[src/rtl/spi_slave.sv]
// rtl/spi_slave.sv - SPI mode 0 byte slave with synchronized inputs and a one-byte transmit buffer
module spi_slave #(
    parameter int SYNC_STAGES = 2
) (
    input  logic       i_clock_in,
    input  logic       i_rs,
    input  logic       i_sclk,
    input  logic       i_mosi,
    input  logic       i_cs,
    output logic       o_miso,
    input  logic [7:0] i_tx_data,
    input  logic       i_tx_load,
    output logic       o_tx_ready,
    output logic [7:0] o_rx_data,
    output logic       o_rx_valid,
    output logic       o_tx_underrun,
    output logic       o_busy
);

    typedef enum logic {ST_IDLE, ST_ACTIVE} state_t;

    logic [SYNC_STAGES-1:0] r_sclk_sync;
    logic [SYNC_STAGES-1:0] r_mosi_sync;
    logic [SYNC_STAGES-1:0] r_cs_sync;
    logic                   r_sclk_d;
    logic                   r_cs_d;

    state_t     r_state;
    state_t     w_state_next;
    logic [2:0] r_bit_cnt;
    logic [7:0] r_rx_sr;
    logic [7:0] r_tx_sr;
    logic [7:0] r_buf;
    logic       r_buf_full;
    logic       r_byte_done;
    logic [7:0] r_rx_data;
    logic       r_rx_valid;
    logic       r_tx_underrun;

    logic w_sclk;
    logic w_mosi;
    logic w_cs;
    logic w_sclk_rise;
    logic w_sclk_fall;
    logic w_cs_rise;
    logic w_cs_fall;
    logic w_frame_start;
    logic w_abort;
    logic w_active_ok;
    logic w_sample;
    logic w_fall;
    logic w_byte_start;
    logic w_shift;

    // Synchronizers reset to the bus idle levels so reset never fabricates an edge.
    always_ff @(posedge i_clock_in) begin
        if (i_rs) begin
            r_sclk_sync <= '0;
            r_mosi_sync <= '1;
            r_cs_sync   <= '1;
            r_sclk_d    <= 1'b0;
            r_cs_d      <= 1'b1;
        end else begin
            r_sclk_sync <= {r_sclk_sync[SYNC_STAGES-2:0], i_sclk};
            r_mosi_sync <= {r_mosi_sync[SYNC_STAGES-2:0], i_mosi};
            r_cs_sync   <= {r_cs_sync[SYNC_STAGES-2:0], i_cs};
            r_sclk_d    <= r_sclk_sync[SYNC_STAGES-1];
            r_cs_d      <= r_cs_sync[SYNC_STAGES-1];
        end
    end

    assign w_sclk      = r_sclk_sync[SYNC_STAGES-1];
    assign w_mosi      = r_mosi_sync[SYNC_STAGES-1];
    assign w_cs        = r_cs_sync[SYNC_STAGES-1];
    assign w_sclk_rise = w_sclk & ~r_sclk_d;
    assign w_sclk_fall = ~w_sclk & r_sclk_d;
    assign w_cs_rise   = w_cs & ~r_cs_d;
    assign w_cs_fall   = ~w_cs & r_cs_d;

    always_ff @(posedge i_clock_in) begin
        if (i_rs) begin
            r_state <= ST_IDLE;
        end else begin
            r_state <= w_state_next;
        end
    end

    always_comb begin
        w_state_next = r_state;
        case (r_state)
            ST_IDLE:   if (w_cs_fall) w_state_next = ST_ACTIVE;
            ST_ACTIVE: if (w_cs_rise) w_state_next = ST_IDLE;
            default:   w_state_next = ST_IDLE;
        endcase
    end

    // A cs rise wins over any sclk edge decoded in the same cycle.
    assign w_frame_start = (r_state == ST_IDLE) && w_cs_fall;
    assign w_abort       = (r_state == ST_ACTIVE) && w_cs_rise;
    assign w_active_ok   = (r_state == ST_ACTIVE) && !w_cs_rise;
    assign w_sample      = w_active_ok && w_sclk_rise;
    assign w_fall        = w_active_ok && w_sclk_fall;
    assign w_byte_start  = w_frame_start || (w_fall && r_byte_done);
    assign w_shift       = w_fall && !r_byte_done;

    always_ff @(posedge i_clock_in) begin
        if (i_rs) begin
            r_bit_cnt     <= 3'd0;
            r_rx_sr       <= 8'h00;
            r_tx_sr       <= 8'h00;
            r_buf         <= 8'h00;
            r_buf_full    <= 1'b0;
            r_byte_done   <= 1'b0;
            r_rx_data     <= 8'h00;
            r_rx_valid    <= 1'b0;
            r_tx_underrun <= 1'b0;
        end else begin
            r_rx_valid    <= 1'b0;
            r_tx_underrun <= 1'b0;

            if (w_byte_start) begin
                if (r_buf_full) begin
                    r_tx_sr <= r_buf;
                end else begin
                    r_tx_sr       <= 8'h00;
                    r_tx_underrun <= 1'b1;
                end
            end else if (w_shift) begin
                r_tx_sr <= {r_tx_sr[6:0], 1'b0};
            end

            // A load coinciding with a byte start only lands if the buffer was empty.
            if (w_byte_start && r_buf_full) begin
                r_buf_full <= 1'b0;
            end else if (i_tx_load && !r_buf_full) begin
                r_buf      <= i_tx_data;
                r_buf_full <= 1'b1;
            end

            if (w_abort || w_frame_start) begin
                r_bit_cnt   <= 3'd0;
                r_rx_sr     <= 8'h00;
                r_byte_done <= 1'b0;
            end else if (w_sample) begin
                r_rx_sr   <= {r_rx_sr[6:0], w_mosi};
                r_bit_cnt <= r_bit_cnt + 3'd1;
                if (r_bit_cnt == 3'd7) begin
                    r_rx_data   <= {r_rx_sr[6:0], w_mosi};
                    r_rx_valid  <= 1'b1;
                    r_byte_done <= 1'b1;
                end
            end else if (w_byte_start) begin
                r_byte_done <= 1'b0;
            end
        end
    end

    assign o_miso        = (r_state == ST_IDLE) ? 1'b1 : r_tx_sr[7];
    assign o_tx_ready    = ~r_buf_full;
    assign o_rx_data     = r_rx_data;
    assign o_rx_valid    = r_rx_valid;
    assign o_tx_underrun = r_tx_underrun;
    assign o_busy        = ~w_cs;

endmodule

[config.mk]
export PLATFORM = sky130hd
export DESIGN_NAME = spi_slave
export DESIGN_NICKNAME = d
export VERILOG_FILES = /design/src/rtl/spi_slave.sv
export SDC_FILE = /design/constraint.sdc
export NUM_CORES = 1
export LEC_CHECK = 0
export CAP_MARGIN = 20
export CELL_PAD_IN_SITES_DETAIL_PLACEMENT = 1
export CELL_PAD_IN_SITES_GLOBAL_PLACEMENT = 1
export CORE_ASPECT_RATIO = 0.6
export CORE_MARGIN = 5
export CORE_UTILIZATION = 36
export DETAILED_ROUTE_END_ITERATION = 12
export PLACE_DENSITY = 0.82
export SLEW_MARGIN = 20
export SYNTH_ARGS = -nofsm -noshare
export SYNTH_HDL_FRONTEND = slang
export SYNTH_SLANG_ARGS = --single-unit
[constraint.sdc]
create_clock -name i_clock_in -period 1.4 [get_ports i_clock_in]
set_input_delay 0.35 -clock i_clock_in [delete_from_list [all_inputs] [get_ports i_clock_in]]
set_output_delay 0.35 -clock i_clock_in [all_outputs]
set_load 0.01 [all_outputs]
==> flow_summary.json, run 1 <==
{
  "status": "finished with violations",
  "failed_checks": "negative setup slack",
  "nNetsFinal": 239,
  "avgViaCountPerCell": 4.83,
  "grt_pass1_wl_um": 6750,
  "crit_type": "flop to flop",
  "routabilityCongestion": 0.759,
  "tightestPinTransition_ns": 0.364,
  "io_pins": 27,
  "rows": 19,
  "dieHeight_um": 64.1,
  "cts_sinks": 47,
  "grt_max_degree": 16,
  "wl_per_cell_um": 15.4,
  "hold_class": "flop to flop",
  "cts_tree": "built",
  "die-area_um2": 6420,
  "tns_ns": -0.132,
  "syn2layout_area_growth_pct": 40.5,
  "ys_types": 31,
  "grt_pass1_vias": 1368,
  "synth_top_cell_by_area": "dfxtp_1",
  "grt_overflow": 0,
  "ys_seq_area_frac": 0.536,
  "vdd_drop_max_mv": 0.613,
  "syn_area_um2": 1760,
  "synth_edf_count": 0,
  "yosys_warnings": 0,
  "syn_nets": 195,
  "clk_latency_ns": 0.30,
  "clock.fmax_mhz": 705,
  "finalHoldViolCount": 0,
  "clock_path_buffers": 2,
  "track_usage": 0.133,
  "ys_top_cells_by_area": "dfxtp_1 (54%), mux2i_1 (9.7%), nor2_1 (6.2%), nand2_1 (4.5%), a221oi_1 (3.0%)",
  "powerDensity_nw_per_um2": 1140,
  "wl_um": 4410,
  "die_x_um": 100,
  "ant_nets": 0,
  "period_needed_ns": 1.42,
  "num_antenna_cells": 0,
  "grtUsageMet2": 0.184,
  "worst_path_most_repeated_cell": "nor2_1",
  "first_iter_violations": 63,
  "min_period_over_period": 1.01,
  "start_util": 0.379,
  "rsz0062_at_grt": "yes",
  "dp_hpwl_um": 3000,
  "synth_common_cells": "dfxtp_1 (47), nor2_1 (29), nand2_1 (21), mux2i_1 (17), a21oi_1 (10)",
  "vias": 1387,
  "drc": 0,
  "drv_slew": 0,
  "synth-async-reset-ratio": 0,
  "ys_ff_latch": 47,
  "grt_util_met3": 0.0370,
  "synth_top_area_frac": 0.536,
  "crit_start": "r_cs_sync[1]",
  "critical_path.max_fanout": 12,
  "critPathCaptureType": "flop",
  "yosysMostFrequentCell": "dfxtp_1",
  "dr.pass1.iters": 4,
  "setup_slack_ns": -0.0189,
  "grt-busiest-layer": "met1",
  "drive_gt1_frac": 0.268,
  "cp_cell_sequence": "nor3b_4 > buf_6 > nor2_1 > o21ai_0 > buf_4 > nor2_1",
  "max-slew-margin-rel": 0.757,
  "syn_avg_cell_area_um2": 9.81,
  "syn_inst": 179,
  "numCtsBuffers": 5,
  "yosys_most_used_dff": "dfxtp_1",
  "finClkSkew_ns": 0.0129,
  "placeableCoreArea_um2": 4640,
  "antenna_found_initial": 0,
  "postCtsHoldBufs": 0,
  "setup_viol": 10,
  "p_leak_nw": 1.10,
  "crit_arrival_ns": 1.60,
  "cap_violations": 0,
  "met1_usage": 0.198,
  "clkTransAtPathRegs_ns": 0.08,
  "required_ns": 1.58,
  "start_kind": "flop",
  "htree_levels": 2,
  "whs_ns": 0.424,
  "crit_slowest_cell": "dfxtp_4",
  "clock-root-buffer": "clkbuf_8",
  "min_from": "r_cs_sync[0]",
  "io_buffers": 26,
  "r2r_start": "r_cs_sync[1]",
  "slowest_delay_ns": 0.38
}
## cell usage in the layout (no fill, tap or decap), types with 2 or more instances in the layout
cell type and n:
nor2_2 4, ha_2 2, clkbuf_8 5, nor3_1 6
dfxtp_1 42, inv_1 3, buf_12 4, or2_2 5
nor2b_1 6, a21oi_1 10, dlygate4sd2_1 11, nor2_1 26
mux2i_2 2, a221oi_1 3, clkdlybuf4s50_1 13, bufinv_16 2
buf_6 3, buf_4 12, mux2i_1 15, dfxtp_2 4
nand2_1 21, a221oi_2 3
## worst paths after layout
check                 endpoint  slack (ns)  cells after the start
setup / recovery  r_bit_cnt[1]       -0.02                      6
hold / removal    r_cs_sync[1]        0.42                      1
setup reg to reg  r_bit_cnt[1]       -0.02                      6
hold reg to reg   r_cs_sync[1]        0.42                      1
## critical path, delay by kind of cell, from the launching register on
| family | cells | cell delay, ns |
|---|---|---|
| AND/OR/NAND/NOR | 3 | 0.45 |
| buffers and inverters | 2 | 0.41 |
| flip-flops | 1 | 0.38 |
| AO/OA/AOI/OAI | 1 | 0.08 |
## report_power, final
group | internal (W) | switching [W]
clock network | 0.000712 | 0.000464
logic | 0.000124 | 0.000119
registers | 0.00138 | 0.0000282
## layout make-up
| class | count | area (um2) |
|---|---|---|
| Clock buffer | 5 | 68.8 |
| Clock inverter | 3 | 67.6 |
| Fill cell | 520 | 2170 |
| Timing Repair Buffer | 46 | 470 |
| Tap cell | 63 | 78.8 |
| Inverter | 3 | 11.3 |
| Multi-Input combinational cell | 120 | 822 |
| Sequential cell | 47 | 950 |
## per-stage QoR
step | area [um2] | util | power [W] | cells | worst slack (ns)
floorplan | 1760 | - | 0.00154 | 179 | 0.0497
global placement | 2220 | 0.478 | 0.00165 | 275 | -0.0509
detailed placement | 2220 | 0.478 | 0.00166 | 275 | -0.0941
CTS | 2390 | 0.515 | 0.00283 | 283 | -0.00841
global route | 2470 | 0.533 | 0.00294 | 287 | -0.111
finish | 2470 | 0.533 | 0.00282 | 287 | -0.0189
## metal layers
metal / vias to the layer above / share of wire
li1: 694 / -
met1: 665 / 0.53
met2: 24 / 0.42
met3: 4 / 0.038
met4: 0 / 0.0097
met5: - / 0
## logic make-up after synthesis
| kind of cell | Yosys count | share of synthesized area |
|---|---|---|
| adders and majority gates | 2 | 0.0142 |
| xor gates and xnor gates | 1 | 0.00499 |
| and+or+nand+nor | 76 | 0.204 |
| buffers and inverters | 12 | 0.0349 |
| DFF | 47 | 0.536 |
| AOI/OAI and AO/OA | 24 | 0.110 |
| muxes | 17 | 0.0969 |
## sequential cells by signal (all words and copies together) (netlist names), 2 cells and up
| name | count |
|---|---|
| r_tx_sr | 8 |
| r_buf | 8 |
| r_rx_sr | 7 |
| r_sclk_sync | 2 |
| r_bit_cnt | 3 |
| o_rx_data | 8 |
| r_mosi_sync | 2 |
| r_cs_sync | 2 |
## repair_timing
action	4_1_cts	5_1_grt
setup endpoints to repair	36	29
pin swaps	4	4
gates cloned	0	1
gates resized for setup	32	9
setup buffers	1	3
(Power assumes the default switching activity.)
==> run 2, diff against run 1 <==
--- a/config.mk
+++ b/config.mk
@@ -8,7 +8,7 @@
 export CAP_MARGIN = 20
 export CELL_PAD_IN_SITES_DETAIL_PLACEMENT = 1
 export CELL_PAD_IN_SITES_GLOBAL_PLACEMENT = 1
-export CORE_ASPECT_RATIO = 0.6
+export CORE_ASPECT_RATIO = 2
 export CORE_MARGIN = 5
 export CORE_UTILIZATION = 36
 export DETAILED_ROUTE_END_ITERATION = 12
==> run 2 against run 1 <==
Net effect:
- the flow still finishes with violations (negative setup slack)
- sequential power is essentially flat
- final area is essentially flat
- worst hold slack lost 0.0024 ns
- combinational power grew 6%
- sequential cell count is the same
- register-to-register slack lost 0.06 ns
- non-clock buffer count grew 2
- critical path depth grew 1
- clock power shrank 19%
- final cell count shrank 1.7%
- critical endpoint is now r_tx_sr[6]
- largest power group unchanged
==> flow_summary.json, run 2 (synthesis gave the netlist of run 1 again) <==
{
  "status": "finished with violations",
  "failed_checks": "negative setup slack",
  "seq_area_um2": 951,
  "nNetsFinal": 241,
  "die-area_um2": 6460,
  "track_usage": 0.135,
  "cp_cell_sequence": "nor3b_4 > buf_6 > buf_4 > a31o_4 > buf_12 > nor2_1 > nor3_1",
  "period_needed_ns": 1.48,
  "postCtsHoldBufs": 0,
  "dieHeight_um": 109,
  "ant_nets": 0,
  "min_period_over_period": 1.05,
  "io_buffers": 26,
  "clkTransAtPathRegs_ns": 0.08,
  "grt_max_degree": 15,
  "die_x_um": 59.4,
  "setup_viol": 8,
  "final_util": 0.512,
  "grt_overflow": 0,
  "finClkSkew_ns": 0.00692,
  "final_cell_mix": "dfxtp_1 (43), nor2_1 (27), nand2_1 (21), mux2i_1 (16), buf_4 (14)",
  "syn2layout_area_growth_pct": 40.5,
  "numCtsBuffers": 5,
  "critPathCaptureType": "flop",
  "start_kind": "flop",
  "grt_pass1_wl_um": 6630,
  "slowest_delay_ns": 0.37,
  "dr.pass1.iters": 3,
  "rsz0062_at_grt": "yes",
  "drv_slew": 0,
  "min_path_cells": 1,
  "io_pins": 27,
  "whs_ns": 0.422,
  "holdPathEnd": "r_mosi_sync[1]",
  "routabilityCongestion": 0.725,
  "clk_latency_ns": 0.30,
  "clock.fmax_mhz": 678,
  "cts_sinks": 47,
  "htree_levels": 2,
  "max-slew-margin-rel": 0.755,
  "crit_slowest_cell": "dfxtp_4",
  "num_antenna_cells": 0,
  "p_leak_nw": 1.10,
  "grt_pass1_vias": 1475,
  "clock-root-buffer": "clkbuf_8",
  "clock_path_buffers": 2,
  "placeableCoreArea_um2": 4820,
  "finalHoldViolCount": 0,
  "antenna_found_initial": 0,
  "cap_violations": 0,
  "avgViaCountPerCell": 5.06,
  "wl_um": 4480,
  "tightestPinTransition_ns": 0.368,
  "r2r_end": "r_tx_sr[6]",
  "start_util": 0.364,
  "vdd_drop_max_mv": 0.659,
  "min_from": "r_mosi_sync[0]",
  "multi_input_area_um2": 871,
  "critical_path.max_fanout": 7,
  "drc": 0,
  "reg2reg_slack_ns": -0.08,
  "reg2reg_depth": 7,
  "vias": 1428,
  "dp_hpwl_um": 3050,
  "crit_arrival_ns": 1.67,
  "required_ns": 1.60,
  "r2r_start": "r_state",
  "wl_per_cell_um": 15.9,
  "final_common_cell": "dfxtp_1",
  "drive_gt1_frac": 0.280,
  "hold_class": "flop to flop",
  "crit_type": "flop to flop",
  "first_iter_violations": 44,
  "cts_tree": "built",
  "rows": 36,
  "fillers": 543,
  "setup_slack_ns": -0.0759,
  "powerDensity_nw_per_um2": 1060
}
run 2: worst max path at each step:
| stage | startpoint | endpoint | slack [ns] | cells past startpoint |
|---|---|---|---|---|
| 2_1_floorplan | r_state | r_tx_sr[1] | 0.05 | 5 |
| 3_3_place_gp | r_state | o_miso | -0.05 | 2 |
| 3_5_place_dp | r_state | o_miso | -0.09 | 2 |
| 4_1_cts | r_state | o_miso | 0.00001 | 2 |
| 5_1_grt | r_state | r_tx_sr[2] | -0.13 | 7 |
| 6_report | r_state | r_tx_sr[6] | -0.08 | 7 |
run 2: worst max-delay path, delay by kind of cell (launching register included):
kind / cells / cell delay, ns
flip-flops: 1 / 0.37
AO/OA/AOI/OAI: 1 / 0.11
AND/OR/NAND/NOR: 3 / 0.51
buffers and inverters: 3 / 0.39
run 2: metrics by stage:
stage | TNS, ns | std cells | total power [W] | cell area, um2 | worst slack (ns)
3_3_place_gp | -0.429 | 270 | 0.00165 | 2200 | -0.0519
4_1_cts | 0 | 277 | 0.00260 | 2310 | 0.00000966
5_1_grt | -1.01 | 282 | 0.00274 | 2470 | -0.126
2_1_floorplan | 0 | 179 | 0.00154 | 1760 | 0.0497
6_report | -0.271 | 282 | 0.00262 | 2470 | -0.0759
3_5_place_dp | -1.04 | 270 | 0.00165 | 2200 | -0.0910
run 2: layer usage:
| layer | vias up | global-route usage | part of all wire |
|---|---|---|---|
| met4 | 0 | 0.0632 | 0.029 |
| met1 | 690 | 0.120 | 0.33 |
| met3 | 7 | 0.0284 | 0.035 |
| met5 | - | 0 | 0 |
| li1 | 703 | - | - |
| met2 | 28 | 0.268 | 0.61 |
run 2: what timing repair did:
| action | in CTS | in global routing |
|---|---|---|
| resized for setup | 23 | 27 |
| pin swaps | 2 | 13 |
| setup buffers | 0 | 5 |
| cloned | 0 | 1 |
| setup endpoints to repair | 16 | 28 |
run 2: power by group:
group,switching [W],internal (W),total (W)
clock network,0.000433,0.000522,0.000954
registers,0.0000295,0.00137,0.00140
logic,0.000126,0.000132,0.000258
total,0.000588,0.00203,0.00262
run 2: layout make-up:
| type | instances | area share |
|---|---|---|
| clock inverters | 2 | 0.0152 |
| flip-flops and latches | 47 | 0.385 |
| clock buffers | 5 | 0.0279 |
| repair buffers | 48 | 0.185 |
| multi-input cells | 120 | 0.353 |
| well taps | 57 | 0.0289 |
| inverters | 3 | 0.00456 |
